--- src/rtl/i2c_reg_bank.sv ---
// Register bank behind an I2C slave: I2C and fabric write ports, plus a read-fetch FSM that
// snapshots one register and presents it with a ready pulse the slave can edge-detect.
module i2c_reg_bank #(
  parameter int unsigned         NUM_REGS  = 16,
  parameter logic [7:0]          DEVICE_ID = 8'hA5,
  parameter logic [NUM_REGS-1:0] RO_MASK   = 16'h0001,
  parameter int unsigned         READY_W   = 2
) (
  input  logic                  mod_clk,
  input  logic                  mod_rst,
  input  logic [7:0]            i2c_reg_addr,
  input  logic [7:0]            i2c_data_out,
  input  logic                  i2c_data_transfer_dir,
  input  logic                  i2c_data_transfer_done,
  input  logic                  i2c_reg_addr_changed,
  output logic [7:0]            i2c_data_in,
  output logic                  i2c_reg_data_ready,
  input  logic                  user_wr_en,
  input  logic [7:0]            user_wr_addr,
  input  logic [7:0]            user_wr_data,
  output logic [NUM_REGS*8-1:0] reg_flat,
  output logic [NUM_REGS-1:0]   reg_wr_strobe,
  output logic                  i2c_wr_err
);

  localparam int unsigned AW      = (NUM_REGS > 1) ? $clog2(NUM_REGS) : 1;
  localparam logic [2:0]  LastCnt = 3'(READY_W - 1);

  typedef enum logic [1:0] {StIdle, StGap, StFetch, StHold} rd_state_e;

  logic [7:0]          regs_q [NUM_REGS];
  logic [7:0]          regs_d [NUM_REGS];
  logic [NUM_REGS-1:0] strobe_q, strobe_d;
  logic                wr_err_q, wr_err_d;
  rd_state_e           state_q, state_d;
  logic [7:0]          raddr_q, raddr_d;
  logic [7:0]          din_q, din_d;
  logic                ready_q, ready_d;
  logic [2:0]          cnt_q, cnt_d;
  logic [7:0]          rd_data;
  logic                i2c_in_range, user_in_range;

  assign i2c_in_range  = 32'(i2c_reg_addr) < NUM_REGS;
  assign user_in_range = 32'(user_wr_addr) < NUM_REGS;

  // User write is applied last so it wins over a same-cycle I2C write to the same register.
  always_comb begin
    regs_d   = regs_q;
    strobe_d = '0;
    wr_err_d = 1'b0;
    if (i2c_data_transfer_done && !i2c_data_transfer_dir) begin
      if (i2c_in_range && !RO_MASK[i2c_reg_addr[AW-1:0]]) begin
        regs_d[i2c_reg_addr[AW-1:0]]   = i2c_data_out;
        strobe_d[i2c_reg_addr[AW-1:0]] = 1'b1;
      end else begin
        wr_err_d = 1'b1;
      end
    end
    if (user_wr_en && user_in_range) begin
      regs_d[user_wr_addr[AW-1:0]] = user_wr_data;
    end
  end

  always_comb begin
    rd_data = 8'hFF;
    if (32'(raddr_q) < NUM_REGS) begin
      rd_data = regs_q[raddr_q[AW-1:0]];
    end
  end

  // A new address during FETCH/HOLD goes through GAP so ready always shows a fresh rising edge.
  always_comb begin
    state_d = state_q;
    raddr_d = raddr_q;
    din_d   = din_q;
    ready_d = 1'b0;
    cnt_d   = cnt_q;
    unique case (state_q)
      StIdle: begin
        if (i2c_reg_addr_changed) begin
          raddr_d = i2c_reg_addr;
          state_d = StFetch;
        end
      end
      StGap: begin
        if (i2c_reg_addr_changed) begin
          raddr_d = i2c_reg_addr;
        end else begin
          state_d = StFetch;
        end
      end
      StFetch: begin
        if (i2c_reg_addr_changed) begin
          raddr_d = i2c_reg_addr;
          state_d = StGap;
        end else begin
          din_d   = rd_data;
          ready_d = 1'b1;
          cnt_d   = '0;
          state_d = StHold;
        end
      end
      StHold: begin
        if (i2c_reg_addr_changed) begin
          raddr_d = i2c_reg_addr;
          state_d = StGap;
        end else if (cnt_q == LastCnt) begin
          state_d = StIdle;
        end else begin
          ready_d = 1'b1;
          cnt_d   = cnt_q + 3'd1;
        end
      end
      default: state_d = StIdle;
    endcase
  end

  always_ff @(posedge mod_clk or posedge mod_rst) begin
    if (mod_rst) begin
      for (int i = 0; i < NUM_REGS; i++) begin
        regs_q[i] <= (i == 0) ? DEVICE_ID : 8'h00;
      end
      strobe_q <= '0;
      wr_err_q <= 1'b0;
      state_q  <= StIdle;
      raddr_q  <= 8'h00;
      din_q    <= 8'h00;
      ready_q  <= 1'b0;
      cnt_q    <= '0;
    end else begin
      regs_q   <= regs_d;
      strobe_q <= strobe_d;
      wr_err_q <= wr_err_d;
      state_q  <= state_d;
      raddr_q  <= raddr_d;
      din_q    <= din_d;
      ready_q  <= ready_d;
      cnt_q    <= cnt_d;
    end
  end

  always_comb begin
    reg_flat = '0;
    for (int i = 0; i < NUM_REGS; i++) begin
      reg_flat[8*i +: 8] = regs_q[i];
    end
  end

  assign i2c_data_in        = din_q;
  assign i2c_reg_data_ready = ready_q;
  assign reg_wr_strobe      = strobe_q;
  assign i2c_wr_err         = wr_err_q;

endmodule
--- config.mk ---
export PLATFORM = sky130hd
export DESIGN_NAME = i2c_reg_bank
export DESIGN_NICKNAME = d
export VERILOG_FILES = /design/src/rtl/i2c_reg_bank.sv
export SDC_FILE = /design/constraint.sdc
export NUM_CORES = 1
export LEC_CHECK = 0
export BUFFER_PORTS_ARGS = -buffer_cell sky130_fd_sc_hd__buf_2
export CORE_UTILIZATION = 55
export DETAILED_ROUTE_END_ITERATION = 10
export PLACE_DENSITY_LB_ADDON = 0.3
export SLEW_MARGIN = 0
export SYNTH_ARGS = -nofsm -noshare
export SYNTH_HDL_FRONTEND = slang
export SYNTH_SLANG_ARGS = --single-unit
--- constraint.sdc ---
create_clock -name mod_clk -period 6.3 [get_ports mod_clk]
set_clock_uncertainty 0.05 [all_clocks]
set_input_delay 0.63 -clock mod_clk [delete_from_list [all_inputs] [get_ports mod_clk]]
set_output_delay 0.63 -clock mod_clk [all_outputs]
set_load 0.02 [all_outputs]
* Yosys cells after proc, flatten, opt, wreduce, memory -nomap -nowiden
Memory sizes are Yosys's and may differ from the RTL's. Index checks and enable logic that the tools add are counted.
Storage, ports and cells: bits in registers 167, ROM bits 16, input bits 38, output and inout port bits 154, word-level logic and storage cells 100, memories kept 1
Cells by class: $add $sub $neg 1, order comparisons 10, equal/unequal tests 11, muxes and demuxes 36, bitwise logic cells 4, reduce and logical (&&, ||, !) cells 14
Memory list:
- (no name shown) | depth 16, width 1, rd ports 1, clocked after Yosys merged registers in 0, wr ports 0, line 52 | if (i2c_in_range && !RO_MASK[i2c_reg_addr[AW-1:0]]) begin
Operators by type and width (count):
- 128-bit two-way mux | 3
- 128-bit bitwise mux | 2
- 8-bit demux with 4-bit select | 2
- 8-bit two-way mux | 7
- 8-bit binary-select mux with 4-bit select | 1
- 16-bit two-way mux | 2
- 8-bit by 5-bit < comparator with 1-bit output (second input constant) | 3
- 5-bit greater-or-equal comparator (second input constant) | 3
- 4-bit inverter with 5-bit output | 3
- 5-bit by 1-bit < comparator with 1-bit output (second input constant) | 2
- 2-bit two-way mux | 5
- 2-bit != test (second input constant) | 5
- 3-bit two-way mux | 3
- 2-bit one-hot mux with 4 select lines | 1
- 1-bit two-way mux | 7
- 1-bit logical AND | 6
- 3-bit one-hot mux with 2 select lines | 1
- 4-bit by 5-bit < comparator with 1-bit output (second input constant) | 1
- 1-bit demux with 4-bit select | 1
- 2-bit equality test (second input constant) | 2
- 4-bit by 1-bit greater-or-equal comparator with 1-bit output (second input constant) | 1
- 4-bit AND reduction | 1
- 4-bit OR reduction | 1
- 3-bit by 1-bit adder with 3-bit output (second input constant) | 1
- 11 further kinds | 12

* Longest topological paths before layout
depth after elaboration 10, depth in mapped cells 7, gate-level depth less buffers 6

* Worst setup path after synthesis
No wires, ideal clock.
path kind input -> register, start point input user_wr_addr[6], end point register regs_q (netlist bit reg_flat[104]), library setup time 125 ps, data arrival time 1970 ps, data required time 6125 ps, setup slack 4155 ps, cell stages on the path 6, buffers on the path 2, path through nor4_4 > nand3_1 > buf_2 > or3_1 > buf_4 > mux2_4
RTL lines:
- start, declared | line 19 | input logic [7:0] user_wr_addr,
- end signal, assigned by index | line 121 | regs_q[i] <= (i == 0) ? DEVICE_ID : 8'h00;
- end signal, assigned | line 131 | regs_q <= regs_d;
- end, declared | line 31 | logic [7:0] regs_q [NUM_REGS];

==> flow_summary.toml <==
[route]
drt_wl_total_um = 27600
drc = 0
drtIter0Drc = 766
postRouteAntennaNets = 0
vias = 7387
firstDrtPassIters = 6
via_per_inst = 6.12
wl_per_cell_um = 22.9

[clock_tree]
path_clk_slew_ps = 60
htreeDepth = 4
clock_path_buffers = 2
post_cts_resized = 0
cts_tree = "built"
clkLatencyLatePin_ps = 430
ctsRootBufferMaster = "clkbuf_16"
post_cts_buffers = 0
clock-sinks = 167
numCtsBuffers = 17
ctsHoldBuffers = 0

[placement]
dpl.hpwl_um = 18500
gp_congestion = 0.903
pre_cts_ws_ps = 2970
numPortBuffers = 191

[worst_setup_path]
arrival_ps = 3260
r2r_end = "i2c_data_in[4]"
required_ps = 6570
critPathMaxFanout = 20
critical_path.top_delay_family = "simple AND/OR/NAND/NOR gates"
reg2reg_depth = 6
startpoint_type = "input port"
setup.worst_path.end_class = "register"
path_cells = "buf_2 > nor4_4 > nand3_1 > or4_1 > mux2_2"
crit_buf_inv = 1
r2r_slack_ps = 3570
reg2reg_from = "state_q[0]"
crit_type = "in -> reg"
cp_slowest_cell = "or4_1"
crit_path_max_incr_delay_ps = 820

[die]
start_util = 0.565
rows = 46
core-area_mm2 = 0.0159
die_x_um = 130
fp.dieH_um = 130
ios = 192
die_area_mm2 = 0.0168

[cells_and_area]
area_delta_synth_final_pct = 16.9
drive_above_1_share = 0.292
antenna_cells = 0
most-common-layout-cells = "191 x buf_2, 162 x dfrtp_1, 150 x mux2i_1"
layout_commonest_cell = "buf_2"
final_nets = 1023

[yosys]
synth_fa_ha_area_frac = 0.00837
synth_top_area_frac = 0.455
synth_top_family_by_area = "multiplexers"
synth_cell_types = 51
synth_flop_cell = "dfrtp_1"
synth_xor_xnor_area_share = 0
synthSimpleGateAreaFrac = 0.125
synth_area_leaders = "dfrtp_1 45%, mux2i_1 17%, a21oi_1 6.2%"
synth_seq_area_share = 0.467
synth_top_area_cell = "dfrtp_1"
synth_edf_count = 0
synth_warnings = 0
syn_inst = 842
synth-compound-area-share = 0.0967
netlist_area_mm2 = 0.00897
synth_mux_area_frac = 0.259
synth.ff_latch_count = 167
syn-num-nets = 886
async_flop_share = 1.00
syn_area_per_cell_um2 = 10.7

[global_route]
grt_pass1_vias = 6836
grt_overflow = 0
grt_usage = 0.337
antenna_found_initial = 0
grt_max_degree = 116
grt_pass1_wl_um = 41000

[power]
swShare = 0.314
p_per_area_mw_per_mm2 = 283
p_seq_frac = 0.435
internal_power_w = 0.00204
total_switching_power_w = 0.000931
comb_power_share = 0.219
clkPwrFrac = 0.346
peakVddDrop_v = 0.000206
leakagePower_nw = 6.07

[timing]
fin_ws_ps = 3310
slew_viol_final = 0
rsz0062_at_grt = "false"
setup_viol = 0
fmax_mhz = 335
hold_viol = 0
worstMarginPinSlew_ps = 1070
fin_crit_ps = 2990
fin_tns_setup_ps = 0
finalCritPeriodShare = 0.474
slew_headroom = 0.290

[min_path]
hold_path.class = "in -> async"

[run]
maxCapViolCount = 0

[outcome]
status = "finished, final reports clean"
## how the worst max path moves through the flow
stage | slack, ps | depth (start not counted) | from | endpoint
global placement | 3060 | 5 | user_wr_addr[6] | reg_flat[35]
floorplan | 1110 | 1 | mod_rst | cnt_q[0]
global route | 3150 | 5 | user_wr_addr[6] | reg_flat[39]
CTS | 3400 | 5 | user_wr_addr[6] | reg_flat[35]
finish | 3310 | 5 | user_wr_addr[6] | reg_flat[35]
detailed placement | 2970 | 5 | user_wr_addr[6] | reg_flat[35]
## cell families (layout without fill, tap and decap cells)
kind of cell / after synthesis / after routing
AND/OR/NAND/NOR: 207 / 207
multiplexers: 210 / 210
flip-flops: 167 / 167
other: 1 / 1
adder cells (fa/ha/maj): 6 / 6
AO/OA/AOI/OAI: 155 / 155
buffers and inverters: 96 / 245
## synthesized netlist by cell type, types with 2 or more instances
library cell,number
buf_4,2
o2111ai_1,2
mux2i_1,150
a22oi_1,9
and3b_1,4
mux2_2,34
nor2_1,100
mux2_1,8
or4_1,8
o21ai_0,9
dfrtp_1,163
nand4_1,10
nor3b_1,3
buf_1,5
nor2b_1,12
nand2b_1,5
a31oi_1,7
mux2_4,8
ha_1,6
nand4b_1,10
nor4_1,17
or3_1,6
buf_2,20
mux4_2,10
inv_1,20
a21oi_1,111
a21boi_0,5
nand3_1,5
a22o_1,7
nand2_1,13
clkbuf_1,49
nor4_4,2
dfstp_2,4
## routing by layer
metal,track usage,wire length [um],vias to the layer above
met5,0,0,-
met4,0.188,1260,0
met3,0.0636,2390,76
met2,0.510,12600,416
met1,0.460,11300,3587
li1,-,-,3308
## power by group through the flow
stage	logic, W	clock network [W]	registers, W
floorplan	0.000337	0	0.00138
global placement	0.000632	0	0.00130
detailed placement	0.000645	0	0.00131
CTS	0.000650	0.00103	0.00129
global route	0.000702	0.00108	0.00130
finish	0.000652	0.00103	0.00129
## cell type report
cell class	instances	area [um2]
inverter	20	80.1
clock buffer	24	512
fill	1331	5400
clock inverter	7	67.6
timing repair buffer	194	978
sequential	167	4190
tap	216	270
multi-input combinational	579	4390
## through the flow
stage	total power (W)	util	instances	hold WS [ps]	cell area, um2
global placement	0.00194	0.624	1176	444	9900
CTS	0.00297	0.660	1207	429	10500
global route	0.00308	0.660	1207	437	10500
detailed placement	0.00195	0.624	1176	447	9900
finish	0.00297	0.660	1207	349	10500
floorplan	0.00172	-	842	431	8970
## state kept, by name, summed over array words and instances (netlist names)
register            cells
i2c_reg_data_ready      1
cnt_q                   3
raddr_q                 8
state_q                 2
reg_flat              128
i2c_data_in             8
i2c_wr_err              1
reg_wr_strobe          16
Note: power is estimated with default switching activity, not from simulation.
